==> config.mk <==
export PLATFORM = sky130hd
export DESIGN_NAME = instr_fetch
export DESIGN_NICKNAME = d
export VERILOG_FILES = /design/src/rtl/instr_fetch.sv
export SDC_FILE = /design/constraint.sdc
export NUM_CORES = 1
export LEC_CHECK = 0
export ABC_AREA = 1
export CAP_MARGIN = 5
export CORE_AREA = 2 2 203 155
export DETAILED_ROUTE_END_ITERATION = 6
export DIE_AREA = 0 0 205 157
export PLACE_DENSITY = 0.72
export SYNTH_ARGS = -nofsm -noshare
export SYNTH_HDL_FRONTEND = slang
export SYNTH_SLANG_ARGS = --single-unit
==> constraint.sdc <==
create_clock -name clk -period 13.8 [get_ports clk]
set_input_delay 2.07 -clock clk [delete_from_list [all_inputs] [get_ports clk]]
set_output_delay 2.07 -clock clk [all_outputs]
set_load 0.02 [all_outputs]
==> src/rtl/instr_fetch.sv <==
// Dual-issue instruction fetch: request FSM to the local store, pair queue, IF/ID presentation.
// Optional IF_ALIGN_EN: odd-word redirects deliver the first pair with a nop in the even slot.
module instr_fetch #(
  parameter int                ADDR_W   = 18,
  parameter logic [ADDR_W-1:0] RESET_PC = '0,
  parameter int                QDEPTH   = 4
) (
  input  logic              clk,
  input  logic              reset,
  input  logic              stall,
  input  logic              flush,
  input  logic [ADDR_W-1:0] redirect_pc,
  output logic              ls_req,
  output logic [ADDR_W-1:0] ls_addr,
  input  logic              ls_gnt,
  input  logic              ls_rvalid,
  input  logic [63:0]       ls_rdata,
  output logic [31:0]       instruction1_IF,
  output logic [31:0]       instruction2_IF,
  output logic              fetch_valid,
  output logic [ADDR_W-1:0] pc_IF
);

  localparam int PTR_W = (QDEPTH > 1) ? $clog2(QDEPTH) : 1;
  localparam logic [PTR_W:0] FULL_CNT = (PTR_W+1)'(QDEPTH);
  localparam logic [31:0] SPU_NOP = 32'h40200000;

  typedef enum logic [1:0] {
    S_FETCH,
    S_WAIT,
    S_HOLD
  } state_t;

  state_t            state_reg, state_next;
  logic [ADDR_W-1:0] pc_reg, pc_next;
  logic [ADDR_W-1:0] req_pc_reg, req_pc_next;
  logic [ADDR_W-1:0] last_pc_reg;
  logic              squash_reg, squash_next;
  logic [PTR_W-1:0]  rd_ptr_reg, wr_ptr_reg;
  logic [PTR_W:0]    count_reg, count_next;
  logic              push, pop, nonempty;
  logic [31:0]       push_even;
  logic              unused_bits;

  logic [31:0]       even_mem [QDEPTH];
  logic [31:0]       odd_mem  [QDEPTH];
  logic [ADDR_W-1:0] pc_mem   [QDEPTH];

  assign nonempty = (count_reg != '0);
  assign unused_bits = ^redirect_pc[2:0];

  always_comb begin
    state_next  = state_reg;
    pc_next     = pc_reg;
    req_pc_next = req_pc_reg;
    squash_next = squash_reg;
    push        = 1'b0;
    pop         = nonempty && !stall && !flush;

    case (state_reg)
      S_FETCH: begin
        if (ls_gnt) begin
          pc_next     = pc_reg + ADDR_W'(8);
          req_pc_next = pc_reg;
          state_next  = S_WAIT;
        end
      end
      S_WAIT: begin
        if (ls_rvalid) begin
          push        = !squash_reg && !flush;
          squash_next = 1'b0;
          state_next  = S_FETCH;
        end
      end
      default: state_next = S_FETCH;
    endcase

    count_next = count_reg + (PTR_W+1)'(push) - (PTR_W+1)'(pop);

    // A new request is only allowed when its response is guaranteed a slot.
    if (state_next != S_WAIT)
      state_next = (count_next < FULL_CNT) ? S_FETCH : S_HOLD;

    if (flush) begin
      pc_next    = {redirect_pc[ADDR_W-1:3], 3'b000};
      count_next = '0;
      case (state_reg)
        S_FETCH: begin
          if (ls_gnt) begin
            squash_next = 1'b1;
            state_next  = S_WAIT;
          end else begin
            state_next  = S_FETCH;
          end
        end
        S_WAIT: begin
          squash_next = !ls_rvalid;
          state_next  = ls_rvalid ? S_FETCH : S_WAIT;
        end
        default: state_next = S_FETCH;
      endcase
    end
  end

`ifdef IF_ALIGN_EN
  logic align_reg;

  always_ff @(posedge clk or posedge reset) begin
    if (reset)
      align_reg <= 1'b0;
    else if (flush)
      align_reg <= redirect_pc[2];
    else if (push)
      align_reg <= 1'b0;
  end

  assign push_even = align_reg ? SPU_NOP : ls_rdata[63:32];
`else
  assign push_even = ls_rdata[63:32];
`endif

  always_ff @(posedge clk or posedge reset) begin
    if (reset) begin
      state_reg   <= S_FETCH;
      pc_reg      <= RESET_PC;
      req_pc_reg  <= RESET_PC;
      squash_reg  <= 1'b0;
      rd_ptr_reg  <= '0;
      wr_ptr_reg  <= '0;
      count_reg   <= '0;
      last_pc_reg <= RESET_PC;
    end else begin
      state_reg   <= state_next;
      pc_reg      <= pc_next;
      req_pc_reg  <= req_pc_next;
      squash_reg  <= squash_next;
      count_reg   <= count_next;
      last_pc_reg <= pc_IF;
      rd_ptr_reg  <= flush ? '0 : rd_ptr_reg + PTR_W'(pop);
      wr_ptr_reg  <= flush ? '0 : wr_ptr_reg + PTR_W'(push);
    end
  end

  // Queue storage needs no reset; validity is tracked by count_reg.
  always_ff @(posedge clk) begin
    if (push) begin
      even_mem[wr_ptr_reg] <= push_even;
      odd_mem[wr_ptr_reg]  <= ls_rdata[31:0];
      pc_mem[wr_ptr_reg]   <= req_pc_reg;
    end
  end

  assign ls_req          = (state_reg == S_FETCH) && !reset;
  assign ls_addr         = pc_reg;
  assign fetch_valid     = nonempty;
  assign instruction1_IF = nonempty ? even_mem[rd_ptr_reg] : 32'h0;
  assign instruction2_IF = nonempty ? odd_mem[rd_ptr_reg] : 32'h0;
  assign pc_IF           = nonempty ? pc_mem[rd_ptr_reg] : last_pc_reg;

endmodule
# ---- Word level (Yosys, flattened, before mapping)
# Memories as Yosys holds them, arrays and structs flattened.
# Index checks and enable logic that the tools add are counted.
# W data, S select, Z words.
dict set report classes {
  muxes 27
  n_eq_ne 2
  n_reduce_logical 15
  add_sub_neg 5
  magnitude_cmp 1
}
# cell n
set op_table {}
lappend op_table {{$mux W18} 4}
lappend op_table {{$mux W32} 2}
lappend op_table {{$add A18 B4 Y18 const B} 1}
lappend op_table {{$mux W2} 7}
lappend op_table {{$mux W1} 10}
lappend op_table {{$pmux W2 S2} 2}
lappend op_table {{$logic_not A1 Y1} 5}
lappend op_table {{$add A2 B1 Y2} 2}
lappend op_table {{$logic_and A1 B1 Y1} 4}
lappend op_table {{$reduce_and A2 Y1} 2}
lappend op_table {{$reduce_bool A2 Y1} 2}
lappend op_table {{$add A3 B1 Y3} 1}
lappend op_table {{$lt A3 B3 Y1 const B} 1}
lappend op_table {{$mux W3} 1}
lappend op_table {{$reduce_bool A3 Y1} 1}
lappend op_table {{$sub A3 B1 Y3} 1}
lappend op_table {{$eq A2 B1 Y1 const B} 1}
lappend op_table {{$logic_not A2 Y1} 1}
lappend op_table {{$ne A2 B1 Y1 const B} 1}
lappend op_table {{$pmux W1 S2} 1}
dict set report word_totals {
  wordCells 61
  mem_count 3
  inputBits 88
  out_inout_bits 102
  reg_bits 64
  mem_bits_rw 328
}
# name words word_bits rd rd_clocked_by_memory_dff write_ports line
set mem_list {}
lappend mem_list {even_mem 4 32 1 0 1 45} ;# logic [31:0] even_mem [QDEPTH];
lappend mem_list {odd_mem 4 32 1 0 1 46} ;# logic [31:0] odd_mem [QDEPTH];
lappend mem_list {pc_mem 4 18 1 0 1 47} ;# logic [ADDR_W-1:0] pc_mem [QDEPTH];

# ---- Longest topological paths before layout
dict set report logic_depth {
  ltp_word 10
  mapped_depth 11
  ltp_nobuf 11
}

# ---- Worst setup path after synthesis
# No wires, ideal clock.
dict set report synth_path {
  kind {in2reg}
  startpoint {in flush}
  endpoint {mem even_mem[0][0] (enable)}
  path_slack_ns 5.307
  n_path_buf 1
  required_time_ns 13.186
  path_stages 4
  setup_ns 0.614
  t_arrival_ns 7.879
  cell_sequence {buf_2 inv_1 nand3_1 nor3_1}
}
dict set report synth_via {
  elab_chain_len 6
}
# element line
set synth_lines {}
lappend synth_lines {{from (decl)} 11} ;# input logic flush,
lappend synth_lines {{$logic_not A1 Y1} 70} ;# push = !squash_reg && !flush;
lappend synth_lines {{$logic_and A1 B1 Y1} 70}
lappend synth_lines {{$mux W1} 69} ;# if (ls_rvalid) begin
lappend synth_lines {{$mux W1} 60} ;# case (state_reg)
lappend synth_lines {{$mux W1} 146} ;# if (push) begin
lappend synth_lines {{$mux W1 (implied by the code)} 147} ;# even_mem[wr_ptr_reg] <= push_even;
lappend synth_lines {{to (decl)} 45}
# No other way between the ends.

# ---- Final worst setup path
dict set report layout_path {
  startpoint {reg rd_ptr_reg[0]}
  endpoint {out instruction2_IF[8]}
}
dict set report layout_via {
  elab_chain_len 2
}
# element line
set layout_lines {}
lappend layout_lines {{from (decl)} 39} ;# logic [PTR_W-1:0] rd_ptr_reg, wr_ptr_reg;
lappend layout_lines {{from (signal assigned)} 139} ;# rd_ptr_reg <= flush ? '0 : rd_ptr_reg + PTR_W'(pop);
lappend layout_lines {{$mem_v2 Z4 W32} n/a}
lappend layout_lines {{$mux W32} 157} ;# assign instruction2_IF = nonempty ? odd_mem[rd_ptr_reg] : 32'h0;
lappend layout_lines {{to (decl)} 19} ;# output logic [31:0] instruction2_IF,
# No other way between the ends.

==> run metrics <==
worst hold path type register to register; Sw Share ~32%; count of hold-fix buffers inserted at cts 0; critical path startpoint category register; Slew headroom 27.4%; Inst Count DP 1,772; endpoints failing setup 0; cell taking the most area after synthesis edfxtp_1; vias roughly 10,000; async set-reset flop share out of synthesis between 15 and 20%; Internal Pwr Total between 2 and 2.5 mW; Synth cell types 28; status completed; vias in the first global route 9,442; Reg power frac about two fifths; DP HPWL around 18,000 µm; all-layer global routing usage between 20% and 30%; met1 wire length between 10,000 and 15,000 µm; crit path kind register to output port; Clock Root Buffer clkbuf_16; Met3 Routed Length 2440 µm; min Tclk post-route 5820 ps; Worst-Margin Slew around 1100 ps; H-tree Lvls 2; clock share of power between 20% and 30%; Final Cycle Share around 42%; largest family of logic cells by synthesized area simple AND/OR/NAND/NOR gates; synth top area cells edfxtp_1 (64%), dfrtp_1 (9.8%), nor2_1 (7.9%); share of the synthesized area in the top cell type between 60% and 70%; Setup TNS 0 ps; # fillers around 2,400; largest net degree at the start of global routing ~160; post-synthesis sequential area ratio 73.6%; Clk pin slew, worst setup/hold paths ~60 ps; DP Worst Slack 8420 ps; Ys Warns 0; post-synthesis cell count about 1,200; Leak 6.57 nW; Worst-Skew Late Latency roughly 530 ps; Detailed Route WL roughly 33,000 µm; total of max-cap violations 0; number of synthesized flops with an enable pin about 320; Post-CTS Repair Setup Buffers 0; Adder-Cell Fraction of Synth Area less than 1%; syn_area_per_cell between 10 and 15 µm²; port bufs 183; global-route wire length before repair a little over 50,000 µm; Layout Area Growth over Synthesis 22.6%; CP max FO a little under 90; unrepaired setup endpoints after global routing false; core area ~30,000 µm²; clk sinks roughly 370; Worst Setup End Kind output port; Worst Path Arrival between 3000 and 4000 ps; layout cell share with drive strength beyond 1 5.97%; Max Clock Freq 172 MHz; GRT overflow 0; complex-gate fraction of the synthesized area under 10%; final hold violation count 0; Gate power share a little under 30%; ANT nets after route 0; WP data required 11,730 ps; DR pass1 iterations 6; Peak VDD IR around 0.00016 V; DRC 0; uppermost layer routed met4; Post-CTS Resized 0; Initial Util 49.5%; post-synthesis simple-gate area fraction 12.1%; PD cells 190 nW/µm²; final instance area around 18,000 µm²; CTS tree built; most frequent cells after synthesis edfxtp_1 (316), nor2_1 (311), o21ai_0 (179); Initial DRC Count between 700 and 800; Die Y ~160 µm; antenna violations before repair 1; total die area 32,200 µm²; Wirelength per Cell around 18 µm; post-synthesis mux area share 0%; Post-layout nets around 1,500; Worst Slack Setup Final ~8000 ps; total power about 3.5 mW; routed vias/inst around 5.3; # IOs 190; Final Non-Filler Cells between 1,500 and 2,000; Psw between 1 and 1.5 mW; DP Area between 15,000 and 20,000 µm²; count leader, synth edfxtp_1; Die Width roughly 200 µm; synthesis-stage register bit count approximately 370; Clock Skew 18.8 ps; Syn Std Cell Area 14,900 µm²; xor and xnor area share after synthesis less than 1%; met2 WL between 15,000 and 20,000 µm; CTS Buffer Depth 3; top_reg_cell synth edfxtp_1; TritonCTS Buffers 37; Regs by FF count even_mem (128), odd_mem (128), pc_mem (60); routability cong. roughly 0.80; max-slew violation count 0; num rows 55
-- worst paths after layout --
path                       depth (start not counted)            endpoint  slack (ps)           start
min in group asynchronous                          3      last_pc_reg[0]        2110           reset
min reg2reg                                        2      last_pc_reg[3]         480  last_pc_reg[3]
max in group asynchronous                          3       rd_ptr_reg[0]       11120           reset
min                                                2      last_pc_reg[3]         480  last_pc_reg[3]
max                                                6  instruction2_IF[8]        7980   rd_ptr_reg[0]
max reg2reg                                       10        state_reg[1]       10650    count_reg[1]
-- metrics by stage --
| stage | utilization (%) | hold slack, ps |
|---|---|---|
| floorplan | - | 476 |
| global placement | 56.5 | 459 |
| detailed placement | 56.5 | 466 |
| CTS | 60.7 | 481 |
| global route | 60.7 | 504 |
| finish | 60.7 | 475 |
-- power groups by stage --
stage                     combinational, mW  clock, mW  sequential (mW)
after global routing                   1.08       1.09             1.43
after global placement                0.994          0             1.44
after CTS                              1.01       1.05             1.42
final                                  1.00       1.03             1.42
after floorplan                       0.571          0             1.42
after detailed placement               1.01          0             1.44
-- metal layers --
layer	vias up	track usage [%]
met5	-	0
met4	0	5.24
met3	40	4.02
met2	296	32.7
met1	4748	29.2
li1	4655	-
-- worst max-delay path, stage by stage (launching register included) --
cell and delay (ps):
dfrtp_4 980, buf_4 870, nor2_1 110, nor2_1 120, o21ai_0 120, a21oi_1 250, clkdlybuf4s50_1 680
-- final cells by class --
type                    count  area, µm²  share of cell area (%)
diodes                      2       5.00                  0.0275
well taps                 399        499                    2.74
clock buffers              50       1070                    5.86
multi-input cells         753       3370                    18.5
clock inverters            18        196                    1.08
flip-flops and latches    374      10900                    60.1
repair buffers            199       1950                    10.7
inverters                  47        181                   0.996
-- cells in the final DEF, fill, tap and decap left out, types with 3 or more instances in the layout --
master	n
nor2_1	311
conb_1	3
clkinv_1	3
bufinv_16	4
nand2_1	120
clkbuf_1	7
dfrtp_1	56
nor3_1	3
o22ai_1	15
nand3_1	17
ha_1	5
inv_2	3
o21ai_1	10
nor3_2	4
a21oi_1	66
clkinv_2	8
o21ai_0	179
nand4_1	6
inv_1	43
clkbuf_8	3
o21bai_1	3
xor2_1	4
edfxtp_1	316
clkbuf_16	40
buf_4	16
clkdlybuf4s50_1	183
-- logic make-up after synthesis --
kind of cell | after synthesis
AOI/OAI and AO/OA | 275
xor gates and xnor gates | 6
adders and majority gates | 6
buffers and inverters | 119
DFF | 374
other | 1
and+or+nand+nor | 463
(Power assumes the default switching activity.)
